===== config.mk =====
export PLATFORM = sky130hd
export DESIGN_NAME = mem_stage_lsu
export DESIGN_NICKNAME = d
export VERILOG_FILES = /design/src/rtl/mem_stage_lsu_pkg.sv /design/src/rtl/mem_stage_lsu_align.sv /design/src/rtl/mem_stage_lsu.sv
export SDC_FILE = /design/constraint.sdc
export NUM_CORES = 1
export LEC_CHECK = 0
export BUFFER_PORTS_ARGS = -buffer_cell sky130_fd_sc_hd__buf_2
export CAP_MARGIN = 5
export CELL_PAD_IN_SITES_DETAIL_PLACEMENT = 0
export CELL_PAD_IN_SITES_GLOBAL_PLACEMENT = 1
export CORE_AREA = 2 2 126 128
export DETAILED_ROUTE_END_ITERATION = 10
export DIE_AREA = 0 0 128 130
export PLACE_DENSITY = 0.8
export SYNTH_ARGS = -nofsm -noshare
export SYNTH_HDL_FRONTEND = slang
export SYNTH_SLANG_ARGS = --single-unit

===== constraint.sdc =====
create_clock -name clk -period 5 [get_ports clk]
set_input_delay 0.75 -clock clk [delete_from_list [all_inputs] [get_ports clk]]
set_output_delay 0.75 -clock clk [all_outputs]
set_load 0.1 [all_outputs]

===== src/rtl/mem_stage_lsu_pkg.sv =====
// Shared MEM-stage types: EX/MEM and MEM/WB bundles, funct3 memop encodings, LSU state.
package mem_stage_lsu_pkg;

   localparam logic [2:0] MEMOP_B  = 3'b000;
   localparam logic [2:0] MEMOP_H  = 3'b001;
   localparam logic [2:0] MEMOP_W  = 3'b010;
   localparam logic [2:0] MEMOP_BU = 3'b100;
   localparam logic [2:0] MEMOP_HU = 3'b101;

   localparam logic [1:0] RESULTSRC_MEM = 2'b01;

   typedef struct packed {
      logic [31:0] pcplus4;
      logic [4:0]  rd;
      logic        regwrite;
      logic [1:0]  resultsrc;
      logic        memwrite;
      logic [31:0] aluresult;
      logic [31:0] writedata;
      logic [2:0]  memop;
   } ex_mem_t;

   typedef struct packed {
      logic [31:0] pcplus4;
      logic [4:0]  rd;
      logic        regwrite;
      logic [1:0]  resultsrc;
      logic [31:0] aluresult;
      logic [31:0] readdata;
   } mem_wb_t;

   typedef enum logic {
      StIdle,
      StResp
   } lsu_state_e;

   function automatic logic is_misaligned(input logic [2:0] memop, input logic [1:0] addr_lo);
      logic mis;
      unique case (memop)
         MEMOP_H, MEMOP_HU: mis = addr_lo[0];
         MEMOP_W:           mis = (addr_lo != 2'b00);
         default:           mis = 1'b0;
      endcase
      return mis;
   endfunction

endpackage


===== src/rtl/mem_stage_lsu_align.sv =====
// Combinational lane logic: store byte enables/replication, load extraction/extension, misalignment.
module mem_stage_lsu_align
   import mem_stage_lsu_pkg::*;
(
   input  logic [2:0]  memop,
   input  logic [1:0]  addr_lo,
   input  logic [31:0] writedata,
   input  logic [31:0] rdata,
   output logic [3:0]  be_store,
   output logic [31:0] wdata_store,
   output logic [31:0] load_data,
   output logic        misalign
);

   logic [15:0] lane;

   always_comb begin
      misalign = is_misaligned(memop, addr_lo);
      lane     = 16'(rdata >> {addr_lo, 3'b000});

      unique case (memop)
         MEMOP_B: begin
            be_store    = 4'b0001 << addr_lo;
            wdata_store = {4{writedata[7:0]}};
         end
         MEMOP_H: begin
            be_store    = 4'b0011 << addr_lo;
            wdata_store = {2{writedata[15:0]}};
         end
         default: begin
            be_store    = 4'b1111;
            wdata_store = writedata;
         end
      endcase

      unique case (memop)
         MEMOP_B:  load_data = {{24{lane[7]}}, lane[7:0]};
         MEMOP_BU: load_data = {24'd0, lane[7:0]};
         MEMOP_H:  load_data = {{16{lane[15]}}, lane};
         MEMOP_HU: load_data = {16'd0, lane};
         default:  load_data = rdata;
      endcase
   end

endmodule


===== src/rtl/mem_stage_lsu.sv =====
// MEM-stage load/store unit: one outstanding word-bus access, stall generation and response watchdog.
module mem_stage_lsu
   import mem_stage_lsu_pkg::*;
#(
   parameter int unsigned TIMEOUT = 64,
   parameter int unsigned CNT_W   = $clog2(TIMEOUT + 1)
) (
   input  logic        clk,
   input  logic        rst_n,
   input  ex_mem_t     in,
   output mem_wb_t     out,
   output logic        stall_m,
   output logic        dreq_valid,
   input  logic        dreq_ready,
   output logic        dreq_we,
   output logic [31:0] dreq_addr,
   output logic [3:0]  dreq_be,
   output logic [31:0] dreq_wdata,
   input  logic        drsp_valid,
   input  logic [31:0] drsp_rdata,
   input  logic        drsp_err,
   output logic        misalign_m,
   output logic        fault_m
);

   lsu_state_e       state_q, state_d;
   logic [CNT_W-1:0] wdog_q, wdog_d;

   logic        is_load, is_store, is_mem, misalign, timeout;
   logic [3:0]  be_store;
   logic [31:0] wdata_store, load_data, readdata;

   mem_stage_lsu_align u_align (
      .memop       (in.memop),
      .addr_lo     (in.aluresult[1:0]),
      .writedata   (in.writedata),
      .rdata       (drsp_rdata),
      .be_store    (be_store),
      .wdata_store (wdata_store),
      .load_data   (load_data),
      .misalign    (misalign)
   );

   // A store flag wins if both load and store are flagged.
   assign is_store = in.memwrite;
   assign is_load  = (in.resultsrc == RESULTSRC_MEM) & ~in.memwrite;
   assign is_mem   = is_load | is_store;
   assign timeout  = (wdog_q == CNT_W'(TIMEOUT - 1));

   assign dreq_we    = is_store;
   assign dreq_addr  = {in.aluresult[31:2], 2'b00};
   assign dreq_be    = is_store ? be_store : 4'b1111;
   assign dreq_wdata = is_store ? wdata_store : '0;

   always_ff @(posedge clk or negedge rst_n) begin
      if (!rst_n) begin
         state_q <= StIdle;
         wdog_q  <= '0;
      end else begin
         state_q <= state_d;
         wdog_q  <= wdog_d;
      end
   end

   always_comb begin
      state_d    = state_q;
      wdog_d     = wdog_q;
      dreq_valid = 1'b0;
      stall_m    = 1'b0;
      misalign_m = 1'b0;
      fault_m    = 1'b0;
      readdata   = '0;

      case (state_q)
         StIdle: begin
            if (is_mem && misalign) begin
               misalign_m = 1'b1;
            end else if (is_mem) begin
               dreq_valid = 1'b1;
               stall_m    = ~dreq_ready | is_load;
               if (dreq_ready && is_load) begin
                  state_d = StResp;
                  wdog_d  = '0;
               end
            end
         end
         StResp: begin
            if (drsp_valid) begin
               state_d = StIdle;
               wdog_d  = '0;
               if (drsp_err) fault_m  = 1'b1;
               else          readdata = load_data;
            end else if (timeout) begin
               // Abandon the access; a late response lands in IDLE and is ignored.
               state_d = StIdle;
               wdog_d  = '0;
               fault_m = 1'b1;
            end else begin
               stall_m = 1'b1;
               wdog_d  = wdog_q + CNT_W'(1);
            end
         end
         default: state_d = StIdle;
      endcase
   end

   always_comb begin
      out.pcplus4   = in.pcplus4;
      out.rd        = in.rd;
      out.regwrite  = in.regwrite & ~misalign_m & ~fault_m;
      out.resultsrc = in.resultsrc;
      out.aluresult = in.aluresult;
      out.readdata  = readdata;
   end

endmodule


---- Yosys cells after proc, flatten, opt, wreduce, memory -nomap -nowiden ----
Cells that the tools add are included.
word-level totals
  logic and storage cells ................. 64
  latch bits .............................. 0
  flip-flop bits (word level) ............. 8
  memories ................................ 0
  memory bits (writable) .................. 0
  bits in read-only memories .............. 0
  input bits .............................. 145
cells by class
  $mul .................................... 0
  equal/unequal tests ..................... 9
  $add $sub $neg .......................... 1
  mux-type cells .......................... 33
  bitwise operators ....................... 10
  reduce and logical (&&, ||, !) cells .... 6
  magnitude comparators ................... 0
  divide/modulo/power cells ............... 0
  shifts and indexed selects .............. 3
operator list
  kind                 count
  $mux 32              4
  $pmux 32 s4          1
  $pmux 32 s2          1
  $mux 7               5
  $shr 32x5->16        1
  $mux 1               16
  $pmux 7 s2           1
  $pmux 4 s2           1
  $add 7x1->7 const B  1
  $eq 7x6->1 const B   1
  $eq 3x3->1 const B   2
  $ne 2x2->1 const B   3
  $pmux 1 s2           3
  $not 1->1            5
  $mux 4               1
  $shl 1x2->4 const A  1
  $shl 2x2->4 const A  1
  $and 1x1->1          3
  $eq 3x1->1 const B   1
  $eq 3x2->1 const B   1
  $logic_not 3->1      1
  $reduce_and 3->1     1
  $eq 2x1->1 const B   1
  $logic_and 1x1->1    2
  3 further kinds      4

---- Logic depth before layout (Yosys ltp) ----
  word-level depth ........................ 9
  gate-level depth with buffers ........... 6
  mapped depth without buffers ............ 5

---- By module ----
From an unflattened synthesis, not the netlist that was laid out.
unflattened totals
  cells, all modules ...................... 415
  area total of the unflattened synthesis .. 2,964.1 um2
by module, submodules not included
  module               instances  area an instance (um2)  sequential area each (um2)  cells an instance
  mem_stage_lsu        1          1,734.2                 200.2                       234
  mem_stage_lsu_align  1          1,229.9                 0.0                         181

---- Least setup slack after synthesis ----
No wires, ideal clock.
  path kind ............................... input -> output
  start ................................... input port in[0] (netlist name)
  end ..................................... output port out[66] (netlist name)
  data arrival time ....................... 4.137 ns
  path buffers ............................ 1
  slack ................................... 0.113 ns
  stages on the path ...................... 4
  cell sequence ........................... clkbuf_1 o41ai_1 nor2b_1 nor3b_1
RTL lines
  what         line                 RTL
  from (decl)  mem_stage_lsu.sv:10  input ex_mem_t in,
  to (decl)    mem_stage_lsu.sv:11  output mem_wb_t out,

==> impl_metrics.yaml <==
status:
  status: "finished clean"
routing:
  drt_iter0_markers: 77
  dr_total_vias: 2653
  post_drt_via_cell_ratio: 4.36
  ant_nets: 0
  drt_wl_total_um: 10400
  detail_route.wl_per_cell_um: 17.1
  drt_pass1_iterations: 4
  drc: 0
place:
  hpwl_um: 8330
  gp_congestion: 0.767
  place_ws_ps: 1180
  io_buffers: 155
  postPlaceCellArea_um2: 2780
  dp_cells: 604
logic_synthesis:
  synth-seq-area-share: 0.0763
  synthMuxAreaShare: 0.0963
  synthSimpleGateAreaFrac: 0.184
  synth.distinct_cells: 39
  yosysWarningCount: 0
  synth_flop_cell: "dfrtp_1"
  synth_edf_count: 0
  synthAdderAreaFrac: 0.00477
  synthArstFlopShare: 1.00
  syn-cell-area_um2: 2620
  ys_ff_latch: 8
  synth_compound_area_frac: 0.294
  netlist_instances: 380
  syn_avg_cell_area_um2: 6.90
  synthXorXnorAreaFrac: 0
  synth_top_family_by_area: "buffers and inverters"
timing:
  final.setup.worst_slack_ps: 1200
  period_minus_slack_ps: 3800
  timing.setup.tns_ps: 0
  finalCritPeriodShare: 0.759
  slew_violations: 0
  rsz0062_at_grt: "false"
  tightest_slew_ps: 1070
  fmax_ghz: 0.263
  hold_viol_final: 0
  slew_headroom: 0.283
  holdWs_ps: 353
  setup_viol: 0
  skew_ps: 2.79
clock_tree:
  cts-htree-levels: 1
  root_buffer: "clkbuf_16"
  cts_buffers: 3
  cts_max_path_buffers: 2
  post_cts_resized: 0
  postCtsSetupRepairBufs: 0
  ctsHoldBuffers: 0
  cts_tree: "done"
  clk_latency_ps: 240
  clock-sinks: 8
  clkTransAtPathRegs_ps: 40
layout:
  final_common_cell: "buf_2"
  mostFrequentLayoutCells: "buf_2 (155), nand2_1 (50), o21ai_0 (31), mux2i_1 (23), a21oi_1 (20)"
  area_growth_syn_to_layout_pct: 8.97
  fin_cells: 609
  finalNetCount: 563
  regArea_um2: 200
  postLayoutCellArea_um2: 2860
  fillers: 1778
  drive_above_1_share: 0.400
  final_core_util: 0.185
  multiInputGateArea_um2: 1530
worst_setup_path:
  worstSetupStartpointType: "input pin"
  cp_max_fo: 22
  r2r_end: "wdog_q[3]"
  ff2ff_path_depth: 4
  worstPathArrival_ps: 3050
  r2r_start: "state_q"
  end_kind: "output port"
  rrSetupSlack_ps: 3420
  worstSetupPathType: "input pin to output port"
  crit_required_ps: 4250
power_and_ir_drop:
  p_int_mw: 0.257
  ir_drop_v: 0.0000956
  pwr-share-clk: 0.234
  swShare: 0.561
  powerDensity_nw_per_um2: 205
  p_sw_mw: 0.329
  p_leak_nw: 1.63
  pwr-share-seq: 0.137
  combinationalPowerShare: 0.629
  design_power_total_mw: 0.586
grt:
  grt_use_total: 0.111
  grt_pass1_vias: 2451
  grt_pass1_wl_um: 14000
  antenna_found_initial: 0
  overflow: 0
  grt_max_degree: 41
min_path:
  hold_class: "input pin to asynchronous set/reset pin"
job:
  maxCapViolations: 0
floorplan:
  io_pins: 322
  dieArea_um2: 16600
  die_w_um: 128
  start_util: 0.170
  coreArea_um2: 15400
  die_height_um: 130
  rows: 46
[state kept, by name, summed over array words and instances, names as in the netlist]
| name | count |
|---|---|
| state_q | 1 |
| wdog_q | 7 |
[area by class of cell]
cell class	count	share of cell area
antenna	2	0.00175
clock buffer	3	0.0263
inverter	5	0.00656
multi-input combinational	242	0.535
sequential	8	0.0700
tap	192	0.0840
timing repair buffer	157	0.277
[critical path, cell delays in order]
cell     delay (ps)
buf_2           430
mux2i_1         180
mux4_2          520
nor3_4          560
a21o_1          160
buf_2           430
[power by group through the flow]
stage          Clock, mW  Combinational, mW  Sequential (mW)
2_1_floorplan          0              0.653           0.0789
3_3_place_gp           0              0.370           0.0803
3_5_place_dp           0              0.370           0.0810
4_1_cts            0.140              0.371           0.0802
5_1_grt            0.143              0.389           0.0819
6_report           0.137              0.368           0.0803
[layer usage]
layer,part of all wire,track usage,vias to the layer above,wire length (um)
met5,0,0,-,0
met4,0.048,0.0601,0,501
met3,0.11,0.0443,58,1100
met2,0.47,0.194,128,4910
met1,0.37,0.114,1186,3890
li1,-,-,1281,-
[logic make-up after synthesis]
logic type / count (synthesis)
buf+inv: 131
flops: 8
compound gates: 116
other cells: 1
mux: 24
fa+ha+maj: 1
simple gates: 99
[cells in the mapped netlist, types with 8 or more instances]
master | instances | area [um^2]
a21o_1 | 18 | 135
clkbuf_1 | 16 | 60.1
dfrtp_1 | 8 | 200
mux2i_1 | 23 | 230
a21boi_0 | 17 | 128
nand2_1 | 50 | 188
o211a_1 | 8 | 80.1
and2_1 | 12 | 75.1
buf_4 | 104 | 781
a21oi_1 | 20 | 100
nor2_1 | 10 | 37.5
o21ai_0 | 31 | 155
[worst max-delay path by stage]
stage          depth (start not counted)  slack (ps)  startpoint  endpoint
6_report                               6        1200      in[35]   out[16]
3_3_place_gp                           6        1280      in[35]   out[23]
5_1_grt                                6        1100      in[35]   out[16]
3_5_place_dp                           6        1180      in[35]   out[16]
4_1_cts                                6        1180      in[35]   out[16]
2_1_floorplan                          4         110       in[0]   out[66]
No activity file was read; power rests on OpenSTA's default activity.
